[src/rtl/mult_acc_pkg.sv]
// mult_acc_pkg
// Shared types and constants for the frame accumulator that sits after the
// 4x4 unsigned array multiplier.
//   state_t    : frame controller states (collecting beats / result held)
//   PROD_W     : width of one product beat from the multiplier
//   acc_width  : accumulator width needed to sum frame_len worst-case products
package mult_acc_pkg;

  typedef enum logic {
    ST_ACC,
    ST_OUT
  } state_t;

  localparam int PROD_W = 8;

  // Each product is at most 15*15 = 225 < 2**PROD_W, so frame_len of them
  // fit in PROD_W + clog2(frame_len) bits.
  function automatic int acc_width(input int frame_len);
    return PROD_W + $clog2(frame_len);
  endfunction

endpackage

[src/rtl/acc_frame_ctrl.sv]
// acc_frame_ctrl
// Frame controller: owns the two-state FSM and the beat counter, and tells
// the datapath when a beat is taken, whether it starts or closes a frame.
// Ports:
//   clk, rst       : clock, asynchronous active-high reset
//   p_valid        : product beat offered
//   p_last         : offered beat ends the frame early
//   sum_ready      : consumer takes the held result
//   p_ready        : beat can be accepted this cycle (combinational)
//   beat           : beat handshake this cycle
//   close          : accepted beat closes the frame
//   first          : accepted beat is the first of its frame
//   sum_valid      : result held (registered, straight from state)
//   beats_next     : beat count including the current beat
module acc_frame_ctrl
  import mult_acc_pkg::*;
#(
  parameter int FRAME_LEN = 16,
  parameter int CNT_W     = $clog2(FRAME_LEN + 1)
) (
  input  logic             clk,
  input  logic             rst,
  input  logic             p_valid,
  input  logic             p_last,
  input  logic             sum_ready,
  output logic             p_ready,
  output logic             beat,
  output logic             close,
  output logic             first,
  output logic             sum_valid,
  output logic [CNT_W-1:0] beats_next
);

  localparam logic [CNT_W-1:0] LAST_IDX = CNT_W'(FRAME_LEN - 1);

  state_t           state_q, state_d;
  logic [CNT_W-1:0] cnt_q, cnt_d;

  // A held result only blocks new beats while the consumer is stalling;
  // accepting the result frees the slot in the same cycle so there is no
  // bubble at frame boundaries.
  always_comb begin
    p_ready    = (state_q == ST_ACC) | sum_ready;
    beat       = p_valid & p_ready;
    first      = beat & (cnt_q == '0);
    close      = beat & (p_last | (cnt_q == LAST_IDX));
    beats_next = cnt_q + CNT_W'(1);
    sum_valid  = (state_q == ST_OUT);
  end

  // Next state and counter. In OUT a beat can only arrive together with the
  // result handshake; if it also closes, a fresh result replaces the old one
  // and the FSM stays in OUT.
  always_comb begin
    state_d = state_q;
    cnt_d   = cnt_q;
    case (state_q)
      ST_ACC:  if (close) state_d = ST_OUT;
      ST_OUT:  if (sum_ready && !close) state_d = ST_ACC;
    endcase
    if (close) begin
      cnt_d = '0;
    end else if (beat) begin
      cnt_d = beats_next;
    end
  end

  always_ff @(posedge clk or posedge rst) begin
    if (rst) begin
      state_q <= ST_ACC;
      cnt_q   <= '0;
    end else begin
      state_q <= state_d;
      cnt_q   <= cnt_d;
    end
  end

endmodule

[src/rtl/mult_acc_frame.sv]
// mult_acc_frame
// Sums up to FRAME_LEN product beats per frame and presents each frame sum
// with its beat count on a held valid/ready port.
// Ports:
//   clk, rst            : clock, asynchronous active-high reset
//   p_valid/p_ready     : product beat handshake (p_ready combinational)
//   p                   : unsigned 8-bit product
//   p_last              : beat closes the frame early
//   sum_valid/sum_ready : result handshake
//   sum                 : frame sum (ACC_W bits)
//   sum_beats           : beats in the frame, 1..FRAME_LEN
module mult_acc_frame
  import mult_acc_pkg::*;
#(
  parameter  int FRAME_LEN = 16,
  localparam int ACC_W     = acc_width(FRAME_LEN),
  localparam int CNT_W     = $clog2(FRAME_LEN + 1)
) (
  input  logic              clk,
  input  logic              rst,
  input  logic              p_valid,
  output logic              p_ready,
  input  logic [PROD_W-1:0] p,
  input  logic              p_last,
  output logic              sum_valid,
  input  logic              sum_ready,
  output logic [ACC_W-1:0]  sum,
  output logic [CNT_W-1:0]  sum_beats
);

  logic             beat, close, first;
  logic [CNT_W-1:0] beats_next;

  logic [ACC_W-1:0] acc_q, acc_d;
  logic [ACC_W-1:0] sum_q, sum_d;
  logic [CNT_W-1:0] sum_beats_q, sum_beats_d;
  logic [ACC_W-1:0] acc_plus_p;

  acc_frame_ctrl #(
    .FRAME_LEN (FRAME_LEN),
    .CNT_W     (CNT_W)
  ) u_ctrl (
    .clk        (clk),
    .rst        (rst),
    .p_valid    (p_valid),
    .p_last     (p_last),
    .sum_ready  (sum_ready),
    .p_ready    (p_ready),
    .beat       (beat),
    .close      (close),
    .first      (first),
    .sum_valid  (sum_valid),
    .beats_next (beats_next)
  );

  // The first beat of a frame seeds the accumulator rather than adding to
  // it; the closing sum goes straight to the output register and the
  // accumulator is cleared for the next frame.
  always_comb begin
    acc_plus_p  = (first ? '0 : acc_q) + ACC_W'(p);
    acc_d       = acc_q;
    sum_d       = sum_q;
    sum_beats_d = sum_beats_q;
    if (close) begin
      sum_d       = acc_plus_p;
      sum_beats_d = beats_next;
      acc_d       = '0;
    end else if (beat) begin
      acc_d = acc_plus_p;
    end
  end

  always_ff @(posedge clk or posedge rst) begin
    if (rst) begin
      acc_q       <= '0;
      sum_q       <= '0;
      sum_beats_q <= '0;
    end else begin
      acc_q       <= acc_d;
      sum_q       <= sum_d;
      sum_beats_q <= sum_beats_d;
    end
  end

  assign sum       = sum_q;
  assign sum_beats = sum_beats_q;

endmodule
[config.mk]
export PLATFORM = sky130hd
export DESIGN_NAME = mult_acc_frame
export DESIGN_NICKNAME = d
export VERILOG_FILES = /design/src/rtl/mult_acc_pkg.sv /design/src/rtl/acc_frame_ctrl.sv /design/src/rtl/mult_acc_frame.sv
export SDC_FILE = /design/constraint.sdc
export NUM_CORES = 1
export LEC_CHECK = 0
export ABC_AREA = 1
export BUFFER_PORTS_ARGS = -buffer_cell sky130_fd_sc_hd__buf_2
export CELL_PAD_IN_SITES_DETAIL_PLACEMENT = 0
export CELL_PAD_IN_SITES_GLOBAL_PLACEMENT = 1
export CORE_ASPECT_RATIO = 0.6
export CORE_MARGIN = 5
export CORE_UTILIZATION = 45
export CTS_CLUSTER_SIZE = 12
export DETAILED_ROUTE_END_ITERATION = 8
export GPL_TIMING_DRIVEN = 0
export PLACE_DENSITY = 0.92
export SYNTH_ARGS = -nofsm -noshare
export SYNTH_HDL_FRONTEND = slang
export SYNTH_SLANG_ARGS = --single-unit
[constraint.sdc]
create_clock -name clk -period 4.6 [get_ports clk]
set_input_delay 0.23 -clock clk [delete_from_list [all_inputs] [get_ports clk]]
set_output_delay 0.23 -clock clk [all_outputs]
set_load 0.03 [all_outputs]
==> impl_metrics.py <==
metrics = {
    "clock_network": {
        "cts_hold_buf": 0,
        "insertion_delay_ns": 0.29,
        "cts_tree": "built",
        "cts_buffers": 5,
        "post_cts_buffers": 0,
        "post_cts_resized": 0,
        "cts_max_level": 2,
        "clockBufferDepth": 2,
        "clock_sinks": 35,
        "cts-root-buf": "clkbuf_8",
        "clk_pin_slew_worst_paths_ns": 0.07,
    },
    "global_routing": {
        "overflow": 0,
        "grt_pass1_vias": 1545,
        "grt_pass1_wl_um": 7070,
        "antenna_found_initial": 0,
        "grt_max_degree": 36,
        "track_usage_pct": 16.4,
    },
    "floorplan": {
        "die_y_um": 60.8,
        "num_rows": 18,
        "core_area_um2": 4120,
        "initial_core_util_pct": 47.0,
        "fp.dieArea_um2": 5760,
        "io_pins": 32,
        "die_w_um": 94.7,
    },
    "detailed_routing": {
        "drt-total-wl_um": 4150,
        "num_vias": 1576,
        "drt_first_iter_violations": 48,
        "ant_nets": 0,
        "drt_pass1_iterations": 4,
        "via_per_inst": 4.80,
        "drt-wirelength-per-cell_um": 12.6,
        "drc_errors": 0,
    },
    "critical_path": {
        "crit_type": "reg2reg",
        "endpoint_kind": "register",
        "cp.required_ns": 4.76,
        "startpoint_type": "register",
        "crit_path_max_fanout": 10,
        "cp.arrival_ns": 2.98,
    },
    "synth": {
        "synth_top_family_by_area": "simple AND/OR/NAND/NOR gates",
        "syn_inst": 229,
        "synth_compound_gate_area_share_pct": 8.98,
        "synthMuxAreaShare_pct": 0,
        "netlist_area_um2": 1940,
        "synth.ff_latch_count": 35,
        "synth_cell_type_count": 29,
        "syn_nets": 254,
        "synth_simple_gate_area_share_pct": 26.7,
        "yosysSeqAreaShare_pct": 45.2,
        "synthAdderAreaFrac_pct": 8.14,
        "yosys_warnings": 0,
        "avgSynthCellArea_um2": 8.46,
        "synth-xor-area-share_pct": 2.71,
    },
    "min_path": {
        "hp-class": "in2async",
    },
    "power_and_ir_drop": {
        "leakage_nw": 1.25,
        "p_int_uw": 648,
        "p_switching_uw": 427,
        "seqPwrFrac_pct": 37.8,
        "switching_share_pct": 39.7,
        "total_power_mw": 1.08,
        "peakVddDrop_uv": 172,
        "share_comb_of_total_power_pct": 38.9,
        "pwr_density_cell_nw_per_um2": 474,
        "pwr-share-clk_pct": 23.3,
    },
    "sta": {
        "slew_headroom_pct": 51.4,
        "finalCritPeriodShare_pct": 61.2,
        "min_period_ns": 2.81,
        "maxSlewViolCount": 0,
        "grt_setup_unrepaired": "false",
        "worst_pin_slew_ns": 0.729,
        "finClkSkew_ns": 0.00423,
        "timing.hold.ws_ns": 0.0580,
        "hold_viol_final": 0,
        "clock.fmax_mhz": 355,
        "setup_viol": 0,
        "fin_tns_setup_ns": 0,
    },
    "finish": {
        "drive_gt1_share_pct": 23.1,
        "syn2layout_area_growth_pct": 17.2,
        "mostFrequentLayoutCell": "nand2_1",
        "fin_nets": 292,
        "mostFrequentLayoutCells": "nand2_1, dfrtp_1, buf_2, inv_1, nand3_1",
        "design_area_um2": 2270,
        "antenna_cells": 0,
    },
    "place": {
        "placed_area_um2": 2170,
        "dp_hpwl_um": 3120,
        "portBuffers": 31,
        "gp_routability_congestion": 0.820,
    },
    "job": {
        "drv_cap": 0,
    },
    "outcome": {
        "outcome": "finished, final reports clean",
    },
}
-- metrics by stage --
stage	utilization [%]	setup slack [ns]	cells
final	55.1	1.79	328
after detailed placement	52.6	1.80	320
after floorplan	-	2.08	229
after global routing	55.1	1.55	328
after global placement	52.6	1.83	320
after CTS	55.1	1.78	328
-- cell families after synthesis --
family                     after synthesis
AOI/OAI and AO/OA                       31
buffers and inverters                   39
xor gates and xnor gates                 6
DFF                                     35
and+or+nand+nor                        106
adders and majority gates               12
-- per-layer routing --
| metal | up-vias | global-route usage (%) | routed length [um] |
|---|---|---|---|
| li1 | 808 | - | - |
| met1 | 729 | 22.2 | 2170 |
| met2 | 32 | 25.5 | 1690 |
| met3 | 7 | 3.84 | 209 |
| met4 | 0 | 7.39 | 69 |
| met5 | - | 0 | 0 |
-- critical path, cell delays in order, from the launching register on --
cell	delay, ns
dfrtp_1	0.44
inv_1	0.08
ha_1	0.14
inv_1	0.04
nor2_1	0.10
nand2_2	0.07
nor2_4	0.12
buf_6	0.17
nor2_1	0.05
ha_1	0.21
fa_1	0.41
nand3_1	0.09
nand2_1	0.11
nand3_1	0.10
nand3_2	0.13
or2_1	0.25
nand3_1	0.07
o21ai_0	0.10
-- synthesized netlist by cell type --
| library cell | instances | share of area, % |
|---|---|---|
| nand2_1 | 57 | 11 |
| dfrtp_1 | 35 | 45 |
| inv_1 | 33 | 6.4 |
| nand3_1 | 18 | 4.7 |
| o21ai_0 | 14 | 3.6 |
| nor2_1 | 13 | 2.5 |
| ha_1 | 11 | 7.1 |
| o22ai_1 | 8 | 2.6 |
| a21oi_1 | 5 | 1.3 |
| nor2_4 | 4 | 2.3 |
| nand2_2 | 3 | 0.97 |
| nand2_4 | 3 | 1.7 |
| nand3_2 | 3 | 1.6 |
| xnor2_1 | 3 | 1.4 |
| xor2_1 | 3 | 1.4 |
| buf_2 | 2 | 0.52 |
| or2_1 | 2 | 0.65 |
| a22o_2 | 1 | 0.52 |
| a31oi_1 | 1 | 0.32 |
| buf_6 | 1 | 0.58 |
| clkbuf_1 | 1 | 0.19 |
| fa_1 | 1 | 1.0 |
| inv_2 | 1 | 0.19 |
| inv_4 | 1 | 0.32 |
| nand4_2 | 1 | 0.65 |
| nor2_2 | 1 | 0.32 |
| o21ai_1 | 1 | 0.26 |
| o21bai_1 | 1 | 0.39 |
| or2_2 | 1 | 0.32 |
-- area by class of cell --
type	count	area, um^2
repair buffers	31	155
flip-flops and latches	35	876
multi-input cells	155	902
inverters	35	134
plain buffers	4	25.0
clock inverters	1	7.51
well taps	60	75.1
fillers	414	1850
clock buffers	7	96.3
-- power groups by stage --
stage                     registers, mW  logic [mW]  clock network [mW]
after global routing              0.416       0.468               0.274
after floorplan                   0.491       0.235                   0
after global placement            0.410       0.415                   0
after detailed placement          0.413       0.422                   0
after CTS                         0.407       0.423               0.258
final                             0.406       0.419               0.251
-- final timing paths --
check | slack, ns | from | endpoint | cells past startpoint
max in group asynchronous | 4.07 | rst | acc_q[10]$_DFFE_PP0P_ | 2
max | 1.79 | u_ctrl.cnt_q[0]$_DFFE_PP0P_ | acc_q[8]$_DFFE_PP0P_ | 17
max reg2reg | 1.79 | u_ctrl.cnt_q[0]$_DFFE_PP0P_ | acc_q[8]$_DFFE_PP0P_ | 17
min | 0.06 | rst | sum[8]$_DFFE_PP0P_ | 2
min reg2reg | 0.48 | sum[8]$_DFFE_PP0P_ | sum[8]$_DFFE_PP0P_ | 2
min in group clk | 0.21 | sum_ready | u_ctrl.sum_valid$_DFF_PP0_ | 4
-- flip-flops by register name, indices dropped and copies added (netlist names) --
| register | count |
|---|---|
| u_ctrl.sum_valid | 1 |
| u_ctrl.cnt_q | 5 |
| sum | 12 |
| sum_beats | 5 |
| acc_q | 12 |
(Power assumes the default switching activity.)
